===== config.mk =====
export PLATFORM = sky130hd
export DESIGN_NAME = mem_access
export DESIGN_NICKNAME = d
export VERILOG_FILES = /design/src/rtl/mem_access.sv
export SDC_FILE = /design/constraint.sdc
export NUM_CORES = 1
export LEC_CHECK = 0
export BUFFER_PORTS_ARGS = -buffer_cell sky130_fd_sc_hd__buf_2
export CORE_MARGIN = 4
export CORE_UTILIZATION = 30
export CTS_BUF_LIST = sky130_fd_sc_hd__clkbuf_4 sky130_fd_sc_hd__clkbuf_8
export DETAILED_ROUTE_END_ITERATION = 16
export GPL_TIMING_DRIVEN = 1
export SYNTH_ARGS = -nofsm -noshare
export SYNTH_HDL_FRONTEND = slang
export SYNTH_SLANG_ARGS = --single-unit
export TNS_END_PERCENT = 100

===== constraint.sdc =====
create_clock -name clk -period 2.75 [get_ports clk]
set_clock_uncertainty 0.05 [all_clocks]
set_input_delay 0.55 -clock clk [delete_from_list [all_inputs] [get_ports clk]]
set_output_delay 0.55 -clock clk [all_outputs]
set_load 0.01 [all_outputs]

===== src/rtl/mem_access.sv =====
// mem_access: memory-access stage engine between the Ex/Mem register and the
// data memory port. It turns a load/store micro-op into one valid/grant
// transaction, stalls the pipeline while that transaction is outstanding, and
// returns load data formatted (shifted and sign/zero extended) for write-back.
//
// Optional feature macro: MISALIGN_TRAP_EN
//   defined   - misaligned H/W accesses issue no memory request and complete
//               one cycle later with Mem_Misalign set.
//   undefined - misaligned addresses are force-aligned and the access
//               proceeds normally; Mem_Misalign stays 0.

module mem_access #(
  parameter int DATA_WIDTH = 32
) (
  input  logic                  clk,
  input  logic                  rst_n,
  input  logic                  ExMem_MemRd,
  input  logic                  ExMem_MemWrt,
  input  logic [2:0]            ExMem_Funct3,
  input  logic [DATA_WIDTH-1:0] ExMem_Addr,
  input  logic [DATA_WIDTH-1:0] ExMem_DataWrt,
  output logic                  Mem_Stall,
  output logic                  Mem_Valid,
  output logic [DATA_WIDTH-1:0] Mem_DataRd,
  output logic                  Mem_Misalign,
  output logic                  DMem_Req,
  input  logic                  DMem_Gnt,
  output logic                  DMem_Wen,
  output logic [DATA_WIDTH-1:0] DMem_Addr,
  output logic [3:0]            DMem_BE,
  output logic [DATA_WIDTH-1:0] DMem_WData,
  input  logic                  DMem_RValid,
  input  logic [DATA_WIDTH-1:0] DMem_RData
);

  typedef enum logic [1:0] {
    IDLE,
    REQ,
    WAIT,
    DONE
  } state_t;

  state_t                  state;
  logic                    load_q;
  logic [2:0]              funct3_q;
  logic [1:0]              offset_q;

  logic                    access_req;
  logic                    size_half;
  logic                    size_word;
  logic                    trap;
  logic [DATA_WIDTH-1:0]   aligned_addr;
  logic [3:0]              lane_be;
  logic [DATA_WIDTH-1:0]   lane_wdata;
  logic [DATA_WIDTH-1:0]   shifted;
  logic [DATA_WIDTH-1:0]   load_data;

  // Decode the incoming micro-op: size, effective (possibly aligned) address,
  // misalignment trap and the lane-steered byte enables and store data.
  always_comb begin
    access_req   = ExMem_MemRd | ExMem_MemWrt;
    size_half    = (ExMem_Funct3[1:0] == 2'b01);
    size_word    = ExMem_Funct3[1];
    aligned_addr = ExMem_Addr;
    trap         = 1'b0;
`ifdef MISALIGN_TRAP_EN
    trap = (size_half & ExMem_Addr[0]) | (size_word & (|ExMem_Addr[1:0]));
`else
    if (size_half) begin
      aligned_addr[0] = 1'b0;
    end else if (size_word) begin
      aligned_addr[1:0] = 2'b00;
    end
`endif
    if (size_word) begin
      lane_be    = 4'b1111;
      lane_wdata = ExMem_DataWrt;
    end else if (size_half) begin
      lane_be    = aligned_addr[1] ? 4'b1100 : 4'b0011;
      lane_wdata = {(DATA_WIDTH/16){ExMem_DataWrt[15:0]}};
    end else begin
      lane_be    = 4'b0001 << aligned_addr[1:0];
      lane_wdata = {(DATA_WIDTH/8){ExMem_DataWrt[7:0]}};
    end
  end

  // Right-align the returned word to the access offset and extend it.
  always_comb begin
    shifted = DMem_RData >> {offset_q, 3'b000};
    case (funct3_q)
      3'b000:  load_data = {{(DATA_WIDTH-8){shifted[7]}}, shifted[7:0]};
      3'b100:  load_data = {{(DATA_WIDTH-8){1'b0}}, shifted[7:0]};
      3'b001:  load_data = {{(DATA_WIDTH-16){shifted[15]}}, shifted[15:0]};
      3'b101:  load_data = {{(DATA_WIDTH-16){1'b0}}, shifted[15:0]};
      default: load_data = shifted;
    endcase
  end

  // Stall while a new op is arriving or a transaction is outstanding;
  // forced low while reset is held so the pipeline is never frozen by it.
  always_comb begin
    Mem_Stall = rst_n & (((state == IDLE) & access_req) |
                         (state == REQ) | (state == WAIT));
  end

  // Transaction FSM with registered memory-port and completion outputs.
  always_ff @(posedge clk) begin
    if (!rst_n) begin
      state        <= IDLE;
      load_q       <= 1'b0;
      funct3_q     <= 3'b000;
      offset_q     <= 2'b00;
      Mem_Valid    <= 1'b0;
      Mem_Misalign <= 1'b0;
      Mem_DataRd   <= '0;
      DMem_Req     <= 1'b0;
      DMem_Wen     <= 1'b0;
      DMem_Addr    <= '0;
      DMem_BE      <= 4'b0000;
      DMem_WData   <= '0;
    end else begin
      Mem_Valid    <= 1'b0;
      Mem_Misalign <= 1'b0;
      case (state)
        IDLE: begin
          if (access_req) begin
            load_q   <= ExMem_MemRd;
            funct3_q <= ExMem_Funct3;
            offset_q <= aligned_addr[1:0];
            if (trap) begin
              Mem_Valid    <= 1'b1;
              Mem_Misalign <= 1'b1;
              state        <= DONE;
            end else begin
              DMem_Req   <= 1'b1;
              DMem_Wen   <= ~ExMem_MemRd;
              DMem_Addr  <= {aligned_addr[DATA_WIDTH-1:2], 2'b00};
              DMem_BE    <= lane_be;
              DMem_WData <= lane_wdata;
              state      <= REQ;
            end
          end
        end
        REQ: begin
          if (DMem_Gnt) begin
            DMem_Req <= 1'b0;
            if (load_q) begin
              state <= WAIT;
            end else begin
              Mem_Valid <= 1'b1;
              state     <= DONE;
            end
          end
        end
        WAIT: begin
          if (DMem_RValid) begin
            Mem_DataRd <= load_data;
            Mem_Valid  <= 1'b1;
            state      <= DONE;
          end
        end
        DONE: begin
          state <= IDLE;
        end
        default: begin
          state <= IDLE;
        end
      endcase
    end
  end

endmodule


==> qor.csv, run 1 <==
stage,metric,value,unit
outcome,status,finished clean,
floorplanning,starting density of the core,30.9,%
detailed_routing,first-pass iteration count of the detailed router,4,
layout,number of filler instances in the final layout,1714,
timing,worst hold slack,0.358,ns
timing,Final setup viols,0,
pwr,share of power burned in the clock network,18.2,%
global_routing,sum of overflow across all layers after global routing,0,
timing,transition time at the pin with the least slew margin,0.626,ns
logic_synthesis,Main synth FF type,sky130_fd_sc_hd__dfxtp_1,
min_path,Tightest Hold Check Type,input pin to flip-flop,
logic_synthesis,mean area per synthesized cell,8.47,µm²
detailed_routing,detail-routed net length per standard cell,15.3,µm
critical_path,worst reg2reg startpoint,offset_q[1]$_SDFFE_PN0P_,
place,Buffers on Ports,206,
critical_path,minimum setup slack among reg-to-reg paths,0.77,ns
pwr,leakage power,2.90,nW
critical_path,critical path type,flip-flop to output pin,
floorplanning,floorplan core area,16000,µm²
critical_path,element type at the critical path end,output pin,
timing,final period utilization,75.5,%
layout,Post-Layout Inst Area,6350,µm²
layout,Final #Nets,878,
floorplanning,height of the die,136,µm
critical_path,reg-to-reg endpoint,Mem_DataRd[11]$_SDFFE_PN0P_,
timing,unrepaired setup endpoints after global routing,no,
min_path,number of stages on the worst hold path,3,
detailed_routing,DRC violation total after the first TritonRoute iteration,225,
clock_network,clk buf depth,2,
logic_synthesis,Synth Instances,583,
logic_synthesis,mapped cell area,4940,µm²
clock_network,CTS Buf Count,9,
pwr,combinational group share of total power,38.1,%
layout,final core occ,39.7,%
critical_path,CP Data Arrival Time,1.48,ns
clock_network,Post-CTS Setup Repair Bufs,0,
place,Placed Area,6180,µm²
logic_synthesis,Seq cells post-synth,109,
min_path,hold endpoint,DMem_Addr[23]$_SDFFE_PN0P_,
floorplanning,I/O Pins,210,
timing,final hold violation count,0,
place,worst slack after detailed placement,0.691,ns
clock_network,TritonCTS clock tree,built,
critical_path,number of cells on the worst reg-to-reg path,4,
place,gpl congestion,0.877,
clock_network,post-cts gate resize count,0,
global_routing,number of global-route vias before repair,4464,
timing,peak clock frequency supported by timing,482,MHz
pwr,power density relative to cell area,788,nW/µm²
pwr,Internal Power,3.08,mW
detailed_routing,total number of vias,4630,
clock_network,Sinks on Clock Net,109,
floorplanning,width of the die,136,µm
floorplanning,total number of placement rows,46,
timing,final setup TNS,0,ns
layout,number of antenna repair diodes,0,
timing,number of max-slew violations in the final report,0,
detailed_routing,DRC violation count after routing,0,
timing,shortest clock period the worst path allows after layout,2.08,ns
logic_synthesis,number of synthesized flops with an enable pin,0,
min_path,start point of the worst min-delay path,ExMem_Addr[23],
clock_network,cell at the root of the clock tree,sky130_fd_sc_hd__clkbuf_8,
clock_network,Max H-tree Level,3,
timing,Slew HR,58.1,%
global_routing,overall track demand over capacity in global routing,16.0,%
layout,final standard cell count with taps included and fillers excluded,990,
logic_synthesis,async set-reset flop share out of synthesis,0,%
clock_network,clock insertion delay at the later pin of the skew report,0.37,ns
pwr,share of total power in sequential cells,43.6,%
detailed_routing,post-route antenna net violation count,0,
floorplanning,Die Footprint,18600,µm²
layout,area growth from synthesis to final layout,28.5,%
pwr,Switch Pwr,1.92,mW
clock_network,number of buffers inserted by hold repair at cts,0,
place,post-detailed-placement half-perimeter wirelength,11400,µm
place,Post-Place Cells,974,
logic_synthesis,sequential area share after synthesis,44.2,%
critical_path,Crit path required time,2.15,ns
clock_network,clock transition at the registers of the reported paths,0.10,ns
timing,final worst setup slack,0.674,ns
critical_path,Worst Setup Start Kind,flip-flop,
pwr,"IR drop worst, VDD",0.000340,V
critical_path,crit path max fanout,5,
global_routing,number of antenna violations at the first check in global routing,0,
logic_synthesis,distinct cell type count of the synthesized netlist,41,
run,number of maximum-capacitance violations,0,
layout,share of layout cells above drive strength 1,33.5,%
detailed_routing,sum of routed wire length over all layers,15200,µm
pwr,Tot Pwr,5.00,mW
detailed_routing,routed vias/inst,4.68,
logic_synthesis,Yosys warning total,0,
pwr,switching power as a share of total power,38.5,%
global_routing,first-pass GRT wire length,23600,µm
global_routing,maximum number of pins on one net before global-route repair,54,
-- kinds of logic after synthesis --
logic type / after synthesis / share of synthesized area, %
and+or+nand+nor: 206 / 17.2
DFF: 109 / 44.2
muxes: 38 / 8.13
other: 1 / 0.0759
buffers and inverters: 64 / 5.50
adders and majority gates: 4 / 1.01
AOI/OAI and AO/OA: 161 / 23.9
-- synth_stat cells, types with 2 or more instances --
master / instances / share of area (%)
sky130_fd_sc_hd__and2_1: 5 / 0.63
sky130_fd_sc_hd__nand2b_1: 3 / 0.38
sky130_fd_sc_hd__a311oi_1: 3 / 0.53
sky130_fd_sc_hd__nor3_1: 7 / 0.71
sky130_fd_sc_hd__dfxtp_1: 109 / 44
sky130_fd_sc_hd__nor2_1: 36 / 2.7
sky130_fd_sc_hd__o211ai_1: 11 / 1.7
sky130_fd_sc_hd__o21ai_0: 19 / 1.9
sky130_fd_sc_hd__buf_1: 4 / 0.30
sky130_fd_sc_hd__a31oi_1: 2 / 0.25
sky130_fd_sc_hd__o211a_1: 3 / 0.61
sky130_fd_sc_hd__nor2b_1: 10 / 1.3
sky130_fd_sc_hd__o221a_2: 8 / 1.8
sky130_fd_sc_hd__mux2_2: 7 / 1.6
sky130_fd_sc_hd__o21a_1: 2 / 0.30
sky130_fd_sc_hd__clkbuf_1: 26 / 2.0
sky130_fd_sc_hd__a211oi_1: 18 / 2.7
sky130_fd_sc_hd__inv_1: 16 / 1.2
sky130_fd_sc_hd__a21oi_1: 25 / 2.5
sky130_fd_sc_hd__buf_2: 13 / 1.3
sky130_fd_sc_hd__nand2_1: 140 / 11
sky130_fd_sc_hd__mux2i_1: 30 / 6.1
sky130_fd_sc_hd__ha_1: 4 / 1.0
sky130_fd_sc_hd__a211o_1: 10 / 1.8
sky130_fd_sc_hd__buf_4: 4 / 0.61
sky130_fd_sc_hd__or2_2: 2 / 0.25
sky130_fd_sc_hd__a21boi_0: 52 / 7.9
-- how the worst max path moves through the flow --
stage	start	end	slack, ns	cells past startpoint
after detailed placement	DMem_RData[31]	Mem_DataRd[11]$_SDFFE_PN0P_	0.69	5
after global placement	DMem_RData[31]	Mem_DataRd[12]$_SDFFE_PN0P_	0.72	5
after floorplan	ExMem_MemRd	Mem_Stall	0.74	4
final	state[0]$_SDFFE_PN0P_	Mem_Stall	0.67	5
after global routing	state[1]$_SDFFE_PN0P_	Mem_Stall	0.57	5
after CTS	state[0]$_SDFFE_PN0P_	Mem_Stall	0.63	5
-- cells in the final DEF (no fill, tap or decap), types with 3 or more instances in the layout --
cell / instances
sky130_fd_sc_hd__clkinvlp_4: 4
sky130_fd_sc_hd__nor3_1: 7
sky130_fd_sc_hd__and2_1: 5
sky130_fd_sc_hd__nand2b_1: 3
sky130_fd_sc_hd__o21ai_0: 18
sky130_fd_sc_hd__ha_1: 4
sky130_fd_sc_hd__conb_1: 3
sky130_fd_sc_hd__a311oi_1: 3
sky130_fd_sc_hd__nor2_1: 36
sky130_fd_sc_hd__a211o_1: 10
sky130_fd_sc_hd__buf_2: 206
sky130_fd_sc_hd__o211ai_1: 11
sky130_fd_sc_hd__nand2_1: 140
sky130_fd_sc_hd__nor2b_1: 9
sky130_fd_sc_hd__a21boi_0: 52
sky130_fd_sc_hd__mux2_2: 7
sky130_fd_sc_hd__dfxtp_1: 109
sky130_fd_sc_hd__a211oi_1: 18
sky130_fd_sc_hd__a21oi_1: 25
sky130_fd_sc_hd__buf_4: 13
sky130_fd_sc_hd__o211a_1: 3
sky130_fd_sc_hd__clkbuf_8: 9
sky130_fd_sc_hd__o221a_2: 8
sky130_fd_sc_hd__mux2i_1: 30
sky130_fd_sc_hd__inv_1: 16
-- sequential cells by signal, summed over array words and instances, names as in the netlist --
signal and count:
DMem_WData 32, Mem_DataRd 32, DMem_Addr 30, DMem_BE 4, funct3_q 3, offset_q 2, state 2, DMem_Req 1
DMem_Wen 1, Mem_Valid 1, load_q 1
-- routing by layer --
layer / routed length [µm] / part of all wire (%) / track usage, % / vias up
li1: - / - / - / 2361
met1: 6810 / 45 / 20.5 / 2080
met2: 6780 / 45 / 25.7 / 171
met3: 1380 / 9.1 / 5.11 / 18
met4: 214 / 1.4 / 5.21 / 0
met5: 0 / 0 / 0 / -
-- critical path: stages, from the launching register on --
cell and delay, ns:
sky130_fd_sc_hd__dfxtp_1 0.34, sky130_fd_sc_hd__inv_1 0.11, sky130_fd_sc_hd__ha_1 0.30, sky130_fd_sc_hd__o21ai_4 0.09, sky130_fd_sc_hd__a21oi_1 0.12, sky130_fd_sc_hd__buf_2 0.15
-- power groups by stage --
stage | sequential (mW) | clock, mW | combinational (mW)
after floorplan | 2.37 | 0 | 0.977
after global placement | 2.21 | 0 | 1.93
after detailed placement | 2.22 | 0 | 1.94
after CTS | 2.19 | 0.960 | 1.94
after global routing | 2.23 | 1.00 | 2.14
final | 2.18 | 0.912 | 1.91
-- cell type report --
| cell class | count | area [µm²] | area share (%) |
|---|---|---|---|
| clock buffers | 10 | 131 | 2.07 |
| multi-input cells | 412 | 2510 | 39.6 |
| inverters | 17 | 63.8 | 1.01 |
| well taps | 216 | 270 | 4.26 |
| repair buffers | 220 | 1150 | 18.1 |
| flip-flops and latches | 109 | 2180 | 34.4 |
| clock inverters | 6 | 40.0 | 0.631 |
No activity file was read; power rests on OpenSTA's default activity.
==> inputs of run 2 (changes only) <==
--- a/config.mk
+++ b/config.mk
@@ -5,6 +5,7 @@
 export SDC_FILE = /design/constraint.sdc
 export NUM_CORES = 1
 export LEC_CHECK = 0
+export ABC_AREA = 1
 export BUFFER_PORTS_ARGS = -buffer_cell sky130_fd_sc_hd__buf_2
 export CORE_MARGIN = 4
 export CORE_UTILIZATION = 30
==> constraint.sdc (replaced) <==
create_clock -name clk -period 1.9 [get_ports clk]
set_clock_uncertainty 0.05 [all_clocks]
set_input_delay 0.38 -clock clk [delete_from_list [all_inputs] [get_ports clk]]
set_output_delay 0.38 -clock clk [all_outputs]
set_load 0.01 [all_outputs]
==> run 2 against run 1 <==
Critical path depth unchanged. Critical path type unchanged. Die area is 4.8% higher. Final area up 4.7%. First-iteration DRC count grew 17%. Core utilization about the same. Clock power grew 47%.
==> qor.csv, run 2 <==
stage,metric,value,unit,change
outcome,status,finished clean,,unchanged
logic_synthesis,Adder-Cell Fraction of Synth Area,0.964,%,was 1.01%
run,number of maximum-capacitance violations,0,,unchanged
timing,final period utilization,93.1,%,
detailed_routing,first-pass iteration count of the detailed router,6,,was 4
logic_synthesis,sequential area share after synthesis,42.0,%,was 44.2%
logic_synthesis,async set-reset flop share out of synthesis,0,%,unchanged
layout,"most common cell after layout, fill and taps aside",sky130_fd_sc_hd__buf_2,,unchanged
timing,number of max-slew violations in the final report,0,,unchanged
layout,highest-count cells in the layout ignoring fill and taps,"206 x sky130_fd_sc_hd__buf_2, 201 x sky130_fd_sc_hd__nand2_1, 192 x sky130_fd_sc_hd__nor2_1",,"was 206 x sky130_fd_sc_hd__buf_2, 140 x sky130_fd_sc_hd__nand2_1, 109 x sky130_fd_sc_hd__dfxtp_1"
clock_network,clock transition at the registers of the reported paths,0.11,ns,was 0.10 ns
critical_path,worst reg2reg startpoint,offset_q[0]$_SDFFE_PN0P_,,was offset_q[1]$_SDFFE_PN0P_
min_path,start point of the worst min-delay path,ExMem_Addr[28],,was ExMem_Addr[23]
global_routing,maximum number of pins on one net before global-route repair,61,,was 54
place,gpl congestion,0.829,,was 0.877
clock_network,Max H-tree Level,3,,unchanged
critical_path,CP Data Arrival Time,1.34,ns,was 1.48 ns
timing,shortest clock period the worst path allows after layout,1.77,ns,
global_routing,sum of overflow across all layers after global routing,0,,unchanged
floorplanning,Die Footprint,19500,µm²,"was 18,600 µm²"
logic_synthesis,mapped cell area,5190,µm²,was 4940 µm²
layout,number of filler instances in the final layout,1867,,"was 1,714"
pwr,share of power burned in the clock network,14.9,%,was 18.2%
timing,final hold violation count,0,,unchanged
critical_path,critical path type,flip-flop to output pin,,unchanged
detailed_routing,detail-routed net length per standard cell,14.0,µm,was 15.3 µm
layout,number of antenna repair diodes,0,,unchanged
clock_network,CTS Buf Count,9,,unchanged
logic_synthesis,fraction of synthesized area in multiplexers,0,%,was 8.13%
clock_network,number of buffers inserted by hold repair at cts,0,,unchanged
critical_path,Worst Setup Start Kind,flip-flop,,unchanged
timing,unrepaired setup endpoints after global routing,no,,unchanged
logic_synthesis,number of synthesized flops with an enable pin,0,,unchanged
logic_synthesis,post-synth top area share,42.0,%,was 44.2%
global_routing,overall track demand over capacity in global routing,17.0,%,was 16.0%
layout,share of layout cells above drive strength 1,27.2,%,was 33.5%
place,Buffers on Ports,206,,unchanged
logic_synthesis,Post-Synth XOR/XNOR Area,0,%,unchanged
floorplanning,width of the die,140,µm,was 136 µm
detailed_routing,DRC violation count after routing,0,,unchanged
detailed_routing,post-route antenna net violation count,0,,unchanged
critical_path,crit path from,state[0]$_SDFFE_PN0P_,,unchanged
logic_synthesis,"share of synthesized cell area in and, or, nand and nor gates",35.5,%,was 17.2%
global_routing,first-pass GRT wire length,27100,µm,"was 23,600 µm"
logic_synthesis,Main synth FF type,sky130_fd_sc_hd__dfxtp_1,,unchanged
logic_synthesis,Synth Instances,797,,was 583
logic_synthesis,area fraction in compound gates after synthesis,12.0,%,was 23.9%
logic_synthesis,Seq cells post-synth,109,,unchanged
pwr,"IR drop worst, VDD",0.000569,V,was 0.000340 V
layout,Final #Nets,1094,,was 878
timing,final setup TNS,0,ns,unchanged
pwr,switching power as a share of total power,43.3,%,was 38.5%
layout,area growth from synthesis to final layout,28.0,%,was 28.5%
pwr,Internal Power,5.08,mW,was 3.08 mW
logic_synthesis,top cell types by occurrence after synthesis,"201 x sky130_fd_sc_hd__nand2_1, 193 x sky130_fd_sc_hd__nor2_1, 109 x sky130_fd_sc_hd__dfxtp_1",,"was 140 x sky130_fd_sc_hd__nand2_1, 109 x sky130_fd_sc_hd__dfxtp_1, 52 x sky130_fd_sc_hd__a21boi_0"
clock_network,clk buf depth,2,,unchanged
critical_path,element type at the critical path end,output pin,,unchanged
pwr,power density relative to cell area,1350,nW/µm²,was 788 nW/µm²
layout,Post-Layout Inst Area,6650,µm²,was 6350 µm²
clock_network,TritonCTS clock tree,built,,unchanged
logic_synthesis,"count leader, synth",sky130_fd_sc_hd__nand2_1,,unchanged
global_routing,number of antenna violations at the first check in global routing,2,,was 0
clock_network,clock insertion delay at the later pin of the skew report,0.38,ns,was 0.37 ns
clock_network,Sinks on Clock Net,109,,unchanged
global_routing,number of global-route vias before repair,5161,,"was 4,464"
layout,registers with the highest flip-flop counts,"DMem_WData x32, Mem_DataRd x32, DMem_Addr x30",,unchanged
logic_synthesis,largest family of logic cells by synthesized area,simple AND/OR/NAND/NOR gates,,was compound AO/OA/AOI/OAI gates
timing,Final setup viols,0,,unchanged
logic_synthesis,cell types with the largest area share after synthesis,"sky130_fd_sc_hd__dfxtp_1 42%, sky130_fd_sc_hd__nand2_1 15%, sky130_fd_sc_hd__nor2_1 14%",,"was sky130_fd_sc_hd__dfxtp_1 44%, sky130_fd_sc_hd__nand2_1 11%, sky130_fd_sc_hd__a21boi_0 7.9%"
detailed_routing,sum of routed wire length over all layers,17000,µm,"was 15,200 µm"
detailed_routing,DRC violation total after the first TritonRoute iteration,264,,was 225
logic_synthesis,top cell type by total area after synthesis,sky130_fd_sc_hd__dfxtp_1,,unchanged
pwr,leakage power,3.53,nW,was 2.90 nW
floorplanning,starting density of the core,31.0,%,was 30.9%
logic_synthesis,distinct cell type count of the synthesized netlist,29,,was 41
floorplanning,I/O Pins,210,,unchanged
logic_synthesis,mean area per synthesized cell,6.52,µm²,was 8.47 µm²
place,Placed Area,6390,µm²,was 6180 µm²
min_path,Tightest Hold Check Type,input pin to flip-flop,,unchanged
critical_path,crit path max fanout,4,,was 5
pwr,Switch Pwr,3.88,mW,was 1.92 mW
floorplanning,total number of placement rows,47,,was 46
critical_path,Crit path required time,1.47,ns,was 2.15 ns
pwr,combinational group share of total power,47.9,%,was 38.1%
clock_network,cell at the root of the clock tree,sky130_fd_sc_hd__clkbuf_8,,unchanged
detailed_routing,routed vias/inst,4.51,,was 4.68
floorplanning,floorplan core area,16800,µm²,"was 16,000 µm²"
floorplanning,height of the die,140,µm,was 136 µm
logic_synthesis,Yosys warning total,0,,unchanged
detailed_routing,total number of vias,5452,,"was 4,630"
pwr,share of total power in sequential cells,37.2,%,was 43.6%
timing,peak clock frequency supported by timing,565,MHz,
place,post-detailed-placement half-perimeter wirelength,12500,µm,"was 11,400 µm"
[run 2: routing by layer]
| layer | track usage, % | vias up | share of wire (%) |
|---|---|---|---|
| met5 | 0 | - | 0.12 |
| met4 | 3.72 | 4 | 1.2 |
| met3 | 7.41 | 21 | 9.6 |
| met2 | 27.3 | 176 | 46 |
| met1 | 21.4 | 2401 | 43 |
| li1 | - | 2850 | - |
[run 2: cells by family (layout without fill, tap and decap cells)]
| logic type | Yosys count | after routing |
|---|---|---|
| AO/OA/AOI/OAI | 120 | 120 |
| adder cells (fa/ha/maj) | 4 | 4 |
| AND/OR/NAND/NOR | 458 | 458 |
| flip-flops | 109 | 109 |
| other | 1 | 3 |
| buffers and inverters | 105 | 296 |
[run 2: cell type report]
| type | count | area [µm²] | area share, % |
|---|---|---|---|
| inverters | 54 | 210 | 3.16 |
| clock inverters | 5 | 36.3 | 0.546 |
| clock buffers | 11 | 139 | 2.09 |
| repair buffers | 226 | 1220 | 18.3 |
| multi-input cells | 585 | 2580 | 38.8 |
| well taps | 220 | 275 | 4.14 |
| flip-flops and latches | 109 | 2190 | 32.9 |
[run 2: worst max-delay path, stage by stage, from the launching register on]
cell                      delay [ns]
sky130_fd_sc_hd__dfxtp_4        0.38
sky130_fd_sc_hd__inv_4          0.09
sky130_fd_sc_hd__ha_4           0.16
sky130_fd_sc_hd__o21ai_4        0.06
sky130_fd_sc_hd__a21oi_2        0.13
sky130_fd_sc_hd__buf_2          0.14
[run 2: worst paths after layout]
| kind | end | slack, ns | cells past startpoint |
|---|---|---|---|
| max | Mem_Stall | 0.13 | 5 |
| min | DMem_Addr[28]$_SDFFE_PN0P_ | 0.19 | 3 |
| max reg2reg | Mem_DataRd[8]$_SDFFE_PN0P_ | 0.22 | 7 |
| min reg2reg | DMem_Req$_SDFFE_PN0P_ | 0.41 | 2 |
[run 2: metrics by stage]
stage | std cells | hold slack [ns] | util (%) | power, mW | setup slack [ns]
global route | 1210 | 0.166 | 39.7 | 9.76 | 0.00419
global placement | 1191 | 0.401 | 38.2 | 7.51 | 0.224
CTS | 1208 | 0.162 | 39.4 | 8.99 | 0.0147
detailed placement | 1191 | 0.403 | 38.2 | 7.53 | 0.187
floorplan | 799 | 0.389 | - | 6.13 | 0.161
finish | 1210 | 0.190 | 39.7 | 8.96 | 0.131
[run 2: what timing repair did]
action	4_1_cts	5_1_grt
setup buffers	1	2
pin swaps	0	2
endpoints found under the setup margin	1	1
resized for setup	8	7
[run 2: power by group through the flow]
stage               registers [mW]  clock network [mW]  logic (mW)
finish                        3.33                1.34        4.29
global route                  3.42                1.51        4.83
CTS                           3.31                1.41        4.27
detailed placement            3.35                   0        4.18
global placement              3.34                   0        4.16
floorplan                     3.59                   0        2.54
